<file path="src/rtl/ccff_loader_pkg.sv">
`default_nettype none
// ============================================================================
// Module      : ccff_loader_pkg
// Description : Shared types and constants for the configuration-chain loader.
//               Holds the FSM state type, the tail-check marker and a helper
//               that gives the number of payload bits used from the final byte.
// Revision    : 1.0 - initial release
// ============================================================================
package ccff_loader_pkg;

  typedef enum logic [1:0] {
    CCFF_ST_IDLE = 2'd0,
    CCFF_ST_MARK = 2'd1,
    CCFF_ST_LOAD = 2'd2,
    CCFF_ST_FIN  = 2'd3
  } ccff_ld_state_t;

  // Pattern pushed ahead of the payload; it reappears at ccff_tail once the
  // payload has filled the chain, which proves the chain length and integrity.
  localparam logic [7:0] CCFF_MARKER     = 8'hA5;
  localparam int         CCFF_MARKER_LEN = 8;

  // Bits taken from the last byte of the bitstream (top bits, MSB first).
  function automatic int ccff_last_bits(input int chain_len);
    return ((chain_len % 8) == 0) ? 8 : (chain_len % 8);
  endfunction

endpackage : ccff_loader_pkg
`default_nettype wire

</file>
<file path="src/rtl/ccff_loader_ser.sv">
`default_nettype none
// ============================================================================
// Module      : ccff_loader_ser
// Description : Byte buffer and bit counter of the chain loader. Accepts bytes
//               from the valid/ready stream, presents the next bit MSB first
//               and a bit-available flag. A byte arriving into an empty buffer
//               is bypassed so its first bit is available in the same cycle.
// Revision    : 1.0 - initial release
// ============================================================================
module ccff_loader_ser
  import ccff_loader_pkg::*;
#(
  parameter int CHAIN_LEN = 32,
  parameter int CNT_W     = 6
) (
  input  logic       clk_i,
  input  logic       rst_ni,
  input  logic       clear_i,
  input  logic       load_en_i,
  input  logic [7:0] s_data_i,
  input  logic       s_valid_i,
  output logic       s_ready_o,
  output logic       bit_o,
  output logic       bit_avail_o
);

  localparam int         NBYTES    = (CHAIN_LEN + 7) / 8;
  localparam logic [3:0] LAST_BITS = 4'(ccff_last_bits(CHAIN_LEN));

  logic [7:0]       byte_q, byte_d;
  logic [3:0]       bit_cnt_q, bit_cnt_d;
  logic [CNT_W-1:0] bytes_left_q, bytes_left_d;
  logic             accept;
  logic [3:0]       nbits;

  // Refill is requested while the last buffered bit is still going out, so a
  // continuous stream never leaves a hole in the shift sequence.
  assign s_ready_o   = load_en_i && (bytes_left_q != '0) && (bit_cnt_q <= 4'd1);
  assign accept      = s_ready_o && s_valid_i;
  assign nbits       = (bytes_left_q == CNT_W'(1)) ? LAST_BITS : 4'd8;
  assign bit_avail_o = load_en_i && ((bit_cnt_q != 4'd0) || accept);
  assign bit_o       = (bit_cnt_q != 4'd0) ? byte_q[7] : s_data_i[7];

  // Next buffer state: restart, refill (bypass or append) or shift one bit.
  always_comb begin
    byte_d       = byte_q;
    bit_cnt_d    = bit_cnt_q;
    bytes_left_d = bytes_left_q;
    if (clear_i) begin
      byte_d       = '0;
      bit_cnt_d    = '0;
      bytes_left_d = CNT_W'(NBYTES);
    end else if (accept) begin
      bytes_left_d = bytes_left_q - CNT_W'(1);
      if (bit_cnt_q == 4'd0) begin
        byte_d    = {s_data_i[6:0], 1'b0};
        bit_cnt_d = nbits - 4'd1;
      end else begin
        byte_d    = s_data_i;
        bit_cnt_d = nbits;
      end
    end else if (bit_avail_o) begin
      byte_d    = {byte_q[6:0], 1'b0};
      bit_cnt_d = bit_cnt_q - 4'd1;
    end
  end

  // Buffer registers.
  always_ff @(posedge clk_i or negedge rst_ni) begin
    if (!rst_ni) begin
      byte_q       <= '0;
      bit_cnt_q    <= '0;
      bytes_left_q <= '0;
    end else begin
      byte_q       <= byte_d;
      bit_cnt_q    <= bit_cnt_d;
      bytes_left_q <= bytes_left_d;
    end
  end

endmodule : ccff_loader_ser
`default_nettype wire

</file>
<file path="src/rtl/ccff_loader.sv">
`default_nettype none
// ============================================================================
// Module      : ccff_loader
// Description : Configuration-chain loader. Serializes a byte stream onto
//               ccff_head with a per-bit shift enable and pulses done at the
//               end of a load. Build option CCFF_TAIL_CHECK_EN adds a marker
//               pre-load and a ccff_tail comparator driving a sticky err.
// Revision    : 1.0 - initial release
// ============================================================================
module ccff_loader
  import ccff_loader_pkg::*;
#(
  parameter int CHAIN_LEN = 32,
  parameter int CNT_W     = $clog2(CHAIN_LEN + 9)
) (
  input  logic       prog_clk,
  input  logic       prog_rst_n,
  input  logic       start,
  input  logic [7:0] s_data,
  input  logic       s_valid,
  output logic       s_ready,
  output logic       ccff_head,
  output logic       ccff_shift_en,
  input  logic       ccff_tail,
  output logic       busy,
  output logic       done,
  output logic       err
);

  localparam logic [1:0] ST_IDLE = CCFF_ST_IDLE;
  localparam logic [1:0] ST_LOAD = CCFF_ST_LOAD;
  localparam logic [1:0] ST_FIN  = CCFF_ST_FIN;
`ifdef CCFF_TAIL_CHECK_EN
  localparam logic [1:0] ST_MARK      = CCFF_ST_MARK;
  localparam logic [1:0] ST_FIRST     = ST_MARK;
  localparam int         TOTAL_SHIFTS = CHAIN_LEN + CCFF_MARKER_LEN;
`else
  localparam logic [1:0] ST_FIRST     = ST_LOAD;
  localparam int         TOTAL_SHIFTS = CHAIN_LEN;
`endif

  logic [1:0]       state_q, state_d;
  logic [CNT_W-1:0] shift_cnt_q, shift_cnt_d;
  logic             head_q, head_d;
  logic             shift_en_q, shift_en_d;
  logic             busy_q, busy_d;
  logic             done_q, done_d;
  logic             start_acc;
  logic             ser_bit, ser_avail;

  assign start_acc = start && (state_q == ST_IDLE) && !busy_q;

  ccff_loader_ser #(
    .CHAIN_LEN (CHAIN_LEN),
    .CNT_W     (CNT_W)
  ) u_ser (
    .clk_i       (prog_clk),
    .rst_ni      (prog_rst_n),
    .clear_i     (start_acc),
    .load_en_i   (state_q == ST_LOAD),
    .s_data_i    (s_data),
    .s_valid_i   (s_valid),
    .s_ready_o   (s_ready),
    .bit_o       (ser_bit),
    .bit_avail_o (ser_avail)
  );

  // Sequencer: picks the bit for the next shift and steps through the load.
  always_comb begin
    state_d    = state_q;
    head_d     = head_q;
    shift_en_d = 1'b0;
    case (state_q)
      ST_IDLE: begin
        if (start_acc) state_d = ST_FIRST;
      end
`ifdef CCFF_TAIL_CHECK_EN
      ST_MARK: begin
        shift_en_d = 1'b1;
        head_d     = CCFF_MARKER[3'd7 - shift_cnt_q[2:0]];
        if (shift_cnt_q == CNT_W'(CCFF_MARKER_LEN - 1)) state_d = ST_LOAD;
      end
`endif
      ST_LOAD: begin
        if (ser_avail) begin
          shift_en_d = 1'b1;
          head_d     = ser_bit;
          if (shift_cnt_q == CNT_W'(TOTAL_SHIFTS - 1)) state_d = ST_FIN;
        end
      end
      ST_FIN: begin
        state_d = ST_IDLE;
      end
      default: begin
        state_d = ST_IDLE;
      end
    endcase
    // shift_cnt counts shifts issued so far; it equals the 1-based index of
    // the shift the chain captures on the edge where shift_en_q is high.
    shift_cnt_d = start_acc ? '0 : (shift_cnt_q + CNT_W'(shift_en_d));
    done_d      = (state_q == ST_FIN);
    // busy stays up through the done cycle and drops with it.
    busy_d      = (state_d != ST_IDLE) || (state_q == ST_FIN);
  end

  // Control and chain-interface registers.
  always_ff @(posedge prog_clk or negedge prog_rst_n) begin
    if (!prog_rst_n) begin
      state_q     <= ST_IDLE;
      shift_cnt_q <= '0;
      head_q      <= 1'b0;
      shift_en_q  <= 1'b0;
      busy_q      <= 1'b0;
      done_q      <= 1'b0;
    end else begin
      state_q     <= state_d;
      shift_cnt_q <= shift_cnt_d;
      head_q      <= head_d;
      shift_en_q  <= shift_en_d;
      busy_q      <= busy_d;
      done_q      <= done_d;
    end
  end

  assign ccff_head     = head_q;
  assign ccff_shift_en = shift_en_q;
  assign busy          = busy_q;
  assign done          = done_q;

`ifdef CCFF_TAIL_CHECK_EN
  logic       err_q, err_d;
  logic       tail_window;
  logic [2:0] mark_idx;

  // Shifts CHAIN_LEN+1..CHAIN_LEN+8 see the marker at the tail, MSB first.
  assign tail_window = shift_en_q && (shift_cnt_q > CNT_W'(CHAIN_LEN));
  assign mark_idx    = 3'(TOTAL_SHIFTS) - shift_cnt_q[2:0];

  // Sticky mismatch flag, cleared when a new load is accepted.
  always_comb begin
    err_d = err_q;
    if (start_acc) begin
      err_d = 1'b0;
    end else if (tail_window && (ccff_tail != CCFF_MARKER[mark_idx])) begin
      err_d = 1'b1;
    end
  end

  // Error register.
  always_ff @(posedge prog_clk or negedge prog_rst_n) begin
    if (!prog_rst_n) err_q <= 1'b0;
    else             err_q <= err_d;
  end

  assign err = err_q;
`else
  logic unused_tail;
  assign unused_tail = ccff_tail;
  assign err         = 1'b0;
`endif

endmodule : ccff_loader
`default_nettype wire

</file>
<file path="config.mk">
export PLATFORM = sky130hd
export DESIGN_NAME = ccff_loader
export DESIGN_NICKNAME = d
export VERILOG_FILES = /design/src/rtl/ccff_loader_pkg.sv /design/src/rtl/ccff_loader_ser.sv /design/src/rtl/ccff_loader.sv
export SDC_FILE = /design/constraint.sdc
export NUM_CORES = 1
export LEC_CHECK = 0
export ABC_CLOCK_PERIOD_IN_PS = 6800
export CAP_MARGIN = 20
export CELL_PAD_IN_SITES_DETAIL_PLACEMENT = 0
export CELL_PAD_IN_SITES_GLOBAL_PLACEMENT = 2
export CORE_UTILIZATION = 35
export DETAILED_ROUTE_END_ITERATION = 7
export HOLD_SLACK_MARGIN = 0.1
export PLACE_DENSITY = 0.76
export SYNTH_ARGS = -nofsm -noshare
export SYNTH_HDL_FRONTEND = slang
export SYNTH_SLANG_ARGS = --single-unit
</file>
<file path="constraint.sdc">
create_clock -name prog_clk -period 6.8 [get_ports prog_clk]
set_input_delay 0.68 -clock prog_clk [delete_from_list [all_inputs] [get_ports prog_clk]]
set_output_delay 0.68 -clock prog_clk [all_outputs]
set_load 0.01 [all_outputs]
</file>
Word level (Yosys, flattened, before mapping)
Index checks and enable logic that the tools add are counted.
{"block": "word_totals", "register_bits": 30, "in_bits": 13}
{"block": "classes", "n_addsub": 3, "order_cmp": 1, "eq_ne": 3, "muxes": 18, "reduce_logical": 17}
{"op": "two-way mux 8 bit", "count": 4}
{"op": "two-way mux 6 bit", "count": 3}
{"op": "two-way mux 4 bit", "count": 4}
{"op": "adder 6 x 1 -> 6 bit", "count": 1}
{"op": "equality test 6 x 5 -> 1 bit (second input constant)", "count": 1}
{"op": "logical AND 1 bit", "count": 6}
{"op": "two-way mux 2 bit", "count": 3}
{"op": "nonzero test 6 bit", "count": 1}
{"op": "subtractor 6 x 1 -> 6 bit (second input constant)", "count": 1}
{"op": "equality test 2 bit (second input constant)", "count": 2}
{"op": "<= comparator 4 x 1 -> 1 bit (second input constant)", "count": 1}
{"op": "logical NOT 4 bit", "count": 1}
{"op": "case mux 2 bit (2 select lines)", "count": 1}
{"op": "nonzero test 2 bit", "count": 2}
{"op": "nonzero test 4 bit", "count": 1}
{"op": "subtractor 4 x 1 -> 4 bit (second input constant)", "count": 1}
{"op": "two-way mux 1 bit", "count": 3}
{"op": "nonzero test 3 bit", "count": 1}
{"op": "logical NOT 2 bit", "count": 1}
{"op": "logical OR 1 bit", "count": 2}
{"op": "AND reduction 2 bit", "count": 1}
{"op": "logical NOT 1 bit", "count": 1}

Logic depth before layout (Yosys ltp)
{"block": "depth", "depth_word": 10, "ltp_mapped": 13}

Cells and area by module
Synthesis repeated with hierarchy kept, for this count alone.
{"block": "hier_totals", "cells_unflattened": 174, "hier_area_um2": 1755.4}
{"module": "ccff_loader_ser", "instances": 1, "cells_each": 132, "area_each_um2": 1260.0, "seq_area_each_um2": 450.4}
{"module": "ccff_loader", "instances": 1, "cells_each": 42, "area_each_um2": 495.5, "seq_area_each_um2": 300.3}

Worst setup path before layout
OpenSTA, ideal clock, no wires.
{"block": "synth_path", "path_kind": "flip-flop to flip-flop", "startpoint": "register u_ser.bytes_left_q[0]", "endpoint": "register shift_cnt_q[4]", "arrival_time_ps": 2466, "required_ps": 6669, "path_slack_ps": 4203, "stages_incl_launch_ff": 14, "path_buffers": 1, "synth_period_minus_slack_ps": 2597, "cell_sequence": "dfrtp_1 -> inv_1 -> ha_1 -> or3b_4 -> o311ai_4 -> inv_2 -> nand2_2 -> buf_6 -> a21oi_1 -> ha_1 -> ha_1 -> nand3_1 -> xor2_1 -> nor2_1"}
{"block": "synth_between", "elab_chain_len": 10}
{"item": "from (decl)", "line_no": "ccff_loader_ser.sv:32", "text": "logic [CNT_W-1:0] bytes_left_q, bytes_left_d;"}
{"item": "from (signal assigned)", "line_no": "ccff_loader_ser.sv:77", "text": "bytes_left_q <= bytes_left_d;"}
{"item": "nonzero test 6 bit", "line_no": "ccff_loader_ser.sv:38", "text": "assign s_ready_o = load_en_i && (bytes_left_q != '0) && (bit_cnt_q <= 4'd1);"}
{"item": "logical AND 1 bit (2 in a row)", "line_no": "ccff_loader_ser.sv:38"}
{"item": "via s_ready", "line_no": "ccff_loader.sv:21", "text": "output logic s_ready,"}
{"item": "logical AND 1 bit", "line_no": "ccff_loader_ser.sv:39", "text": "assign accept = s_ready_o && s_valid_i;"}
{"item": "logical OR 1 bit", "line_no": "ccff_loader_ser.sv:41", "text": "assign bit_avail_o = load_en_i && ((bit_cnt_q != 4'd0) || accept);"}
{"item": "logical AND 1 bit", "line_no": "ccff_loader_ser.sv:41"}
{"item": "two-way mux 1 bit", "line_no": "ccff_loader.sv:85", "text": "if (ser_avail) begin"}
{"item": "two-way mux 1 bit", "line_no": "ccff_loader.sv:73", "text": "case (state_q)"}
{"item": "via shift_en_d", "line_no": "ccff_loader.sv:45", "text": "logic shift_en_q, shift_en_d;"}
{"item": "adder 6 x 1 -> 6 bit", "line_no": "ccff_loader.sv:100", "text": "shift_cnt_d = start_acc ? '0 : (shift_cnt_q + CNT_W'(shift_en_d));"}
{"item": "two-way mux 6 bit", "line_no": "ccff_loader.sv:100"}
{"item": "via shift_cnt_d[4]", "line_no": "ccff_loader.sv:43", "text": "logic [CNT_W-1:0] shift_cnt_q, shift_cnt_d;"}
{"item": "to (signal assigned)", "line_no": "ccff_loader.sv:117", "text": "shift_cnt_q <= shift_cnt_d;"}
{"item": "to (decl)", "line_no": "ccff_loader.sv:43"}
The timed path passes the listed nets, and every way through them passes these cells.
A chain may end at the register's enable or synchronous reset.

Worst setup path in the final report
{"block": "layout_path", "startpoint": "register u_ser.bytes_left_q[0]", "endpoint": "output port s_ready"}
{"block": "layout_between", "elab_chain_len": 3}
{"item": "nonzero test 6 bit", "line_no": "ccff_loader_ser.sv:38"}
{"item": "logical AND 1 bit (2 in a row)", "line_no": "ccff_loader_ser.sv:38"}
{"item": "to (decl)", "line_no": "ccff_loader.sv:21"}
No other way between the ends.

==> impl_results.md <==
* Root Driver: clkbuf_8
* Final Hold Fails at 0
* Largest net degree at the start of global routing at 31
* Worst reg2reg path endpoint: shift_cnt_q[4]
* Post_cts resized at 0
* Power per cell area at 476.7 mW/mm2
* Crit path max fanout at 8
* Unrepaired setup endpoints after global routing: false
* Tcrit/Tclk final at 45.55%
* # Post-CTS Setup Buffers at 0
* CTS tree: yes
* CP arrival at 2.42 ns
* Per-cell routed wire length at 15.53 um
* Mean Syn Cell Area at 10.61 um2
* Die height at 69.88 um
* Critical-path cell list: inv_1 > ha_1 > or3b_4 > o311ai_4 > inv_2 > clkdlybuf4s50_1
* Post-CTS Hold Buffers at 0
* TritonRoute pass-1 iters at 4
* Number of global-route vias before repair at 1214
* IO Pins at 19
* Rows at 24
* Worst setup EP type: output port
* Synthesized area at 0.001613 mm2
* Share of cells above drive strength 1 at 13.37%
* Post-DP HPWL at 2391 um
* Die X at 69.88 um
* Finished Cell Area at 0.001943 mm2
* Count of final setup violators at 0
* Initial Util at 36.79%
* Most used DFF post-synth: dfrtp_1
* Hold path start: shift_cnt_q[5]
* Kind of critical path: register to output port
* PortBufs at 16
* Synthesized netlist net count at 171
* Crit path largest cell delay at 0.51 ns
* Post-layout util at 44.32%
* Most common cell in the netlist: dfrtp_1
* Final routed DRC violation total at 0
* Least-Margin Pin Slew at 0.7147 ns
* First-pass GRT wire length at 5954 um
* Distinct cells, synth at 43
* DRT Wirelength at 3478 um
* Synth top cells by count: dfrtp_1, mux2i_1, nand3_1
* DR iter-0 viols at 37
* Number of synthesis warnings at 0
* Ys async rst share at 100.0%
* Clk sinks at 30
* Post-synth EDFFs at 0
* Synth area leader: dfrtp_1
* Clk_skew at 0.003596 ns
* Max clock buf depth at 2
* Setup TNS at 0 ns
* R2R cell count at 12
* Hold Crit Class: register to register
* Diodes inserted at 0
* Static leakage at 0.8818 nW
* WP data required at 6.12 ns
* Worst setup startpoint: u_ser.bytes_left_q[0]
* Final #Nets at 191
* Skew-Pair Late Insertion Delay at 0.28 ns
* Main area contributors after synthesis: dfrtp_1, mux2i_1, ha_1
* Clk slew on worst S/H paths at 0.06 ns
* Post-route ant nets at 0
* Worst R2R Setup Slack at 3.88 ns
* Die area at 0.004883 mm2
* Slowest-stage cell, CP: clkdlybuf4s50_1
* FF+latch count, synth at 30
* Tot GR Track Use at 15.77%
* Crit path capture: s_ready
* Fmax at 322.8 MHz
* Final worst path period need at 3.098 ns
* Result of the run: completed
* Post-DP Area at 0.001823 mm2
* R2r startpoint: u_ser.bytes_left_q[0]
* # H-tree levels at 2
* Initial antenna violation count at 0
* Synth Instances at 152
* Total grt overflow at 0
* Area growth from synthesis to final layout at 20.48%
* Crit path launch type: register
* GPL Wtd Cong at 0.8011
* Max transition margin at 52.23%
* Vias per std cell at 5.330
* Via Count at 1194
* Synth top area share at 46.55%
* Num CTS Buffers at 5
* Core area at 0.004384 mm2
* Worst vdd ir at 0.1809 mV
* Max Cap Viol at 0
* Register area share after synthesis at 46.55%
* Pins Over Slew Limit at 0
==> logic make-up (layout without fill, tap and decap cells) <==
family	Yosys count	in the layout	share of synthesized area, %
AO/OA/AOI/OAI	29	29	12.65
XOR/XNOR	3	3	1.629
adder cells (fa/ha/maj)	6	6	4.655
buffers and inverters	13	33	3.879
flip-flops	30	30	46.55
multiplexers	18	18	11.17
other	1	1	0.2325
AND/OR/NAND/NOR	52	52	19.24
==> critical path: cells and delay by family (launching register included) <==
kind,cells,cell delay (ns)
compound gates,1,0.39
buf+inv,3,0.78
fa+ha+maj,1,0.17
flops,1,0.38
simple gates,1,0.42
==> layout make-up <==
type	instances	area [um2]
clock inverter	1	30.03
fill	421	2441
timing repair buffer	19	182.7
sequential	30	750.7
tap	52	65.06
inverter	7	26.28
multi-input combinational	109	805.8
clock buffer	6	82.58
==> worst min-delay path by stage <==
stage	slack, ns	depth (start not counted)	to
6_report	0.54	2	state_q[0]
4_1_cts	0.55	2	state_q[0]
5_1_grt	0.57	2	state_q[0]
3_5_place_dp	0.54	2	state_q[0]
2_1_floorplan	0.38	0	busy
3_3_place_gp	0.53	1	u_ser.bytes_left_q[2]
==> cells in the final DEF (no fill, tap or decap), types with 5 or more instances in the layout <==
| cell type | Yosys | routed |
|---|---|---|
| clkdlybuf4s50_1 | 0 | 16 |
| o22ai_1 | 9 | 9 |
| nor2_1 | 8 | 8 |
| nand2_1 | 6 | 6 |
| mux2i_1 | 18 | 18 |
| inv_1 | 6 | 6 |
| ha_1 | 6 | 6 |
| dfrtp_1 | 30 | 30 |
| clkbuf_8 | 0 | 6 |
| or2_2 | 5 | 5 |
| nand3_1 | 11 | 11 |
==> report_power, final <==
group          internal, mW  switching, mW
clock                 0.117         0.0661
combinational         0.203          0.214
sequential            0.255         0.0716
total                 0.575          0.351
==> per-stage QoR <==
step / power [mW] / setup slack (ns) / cells / hold WS, ns
5_1_grt: 1.005 / 3.621 / 224 / 0.5694
3_5_place_dp: 0.7465 / 3.836 / 216 / 0.5360
4_1_cts: 0.9356 / 3.694 / 223 / 0.5459
2_1_floorplan: 0.6338 / 4.203 / 152 / 0.3844
3_3_place_gp: 0.7324 / 3.841 / 216 / 0.5255
6_report: 0.9264 / 3.702 / 224 / 0.5444
==> per-layer routing <==
metal  wire, um  share of wire [%]  track usage, %  vias to the layer above
li1           -                  -               -                      592
met1       1673                 48           19.85                      578
met2       1657                 48           25.53                       20
met3        106                3.0           4.618                        4
met4         42                1.2           6.000                        0
met5          0                  0               0                        -
==> registers in the layout, indices dropped and copies added (netlist names) <==
register            cells
u_ser.bytes_left_q      6
busy                    1
u_ser.byte_q            8
state_q                 2
ccff_shift_en           1
ccff_head               1
shift_cnt_q             6
u_ser.bit_cnt_q         4
done                    1
(Power assumes the default switching activity.)
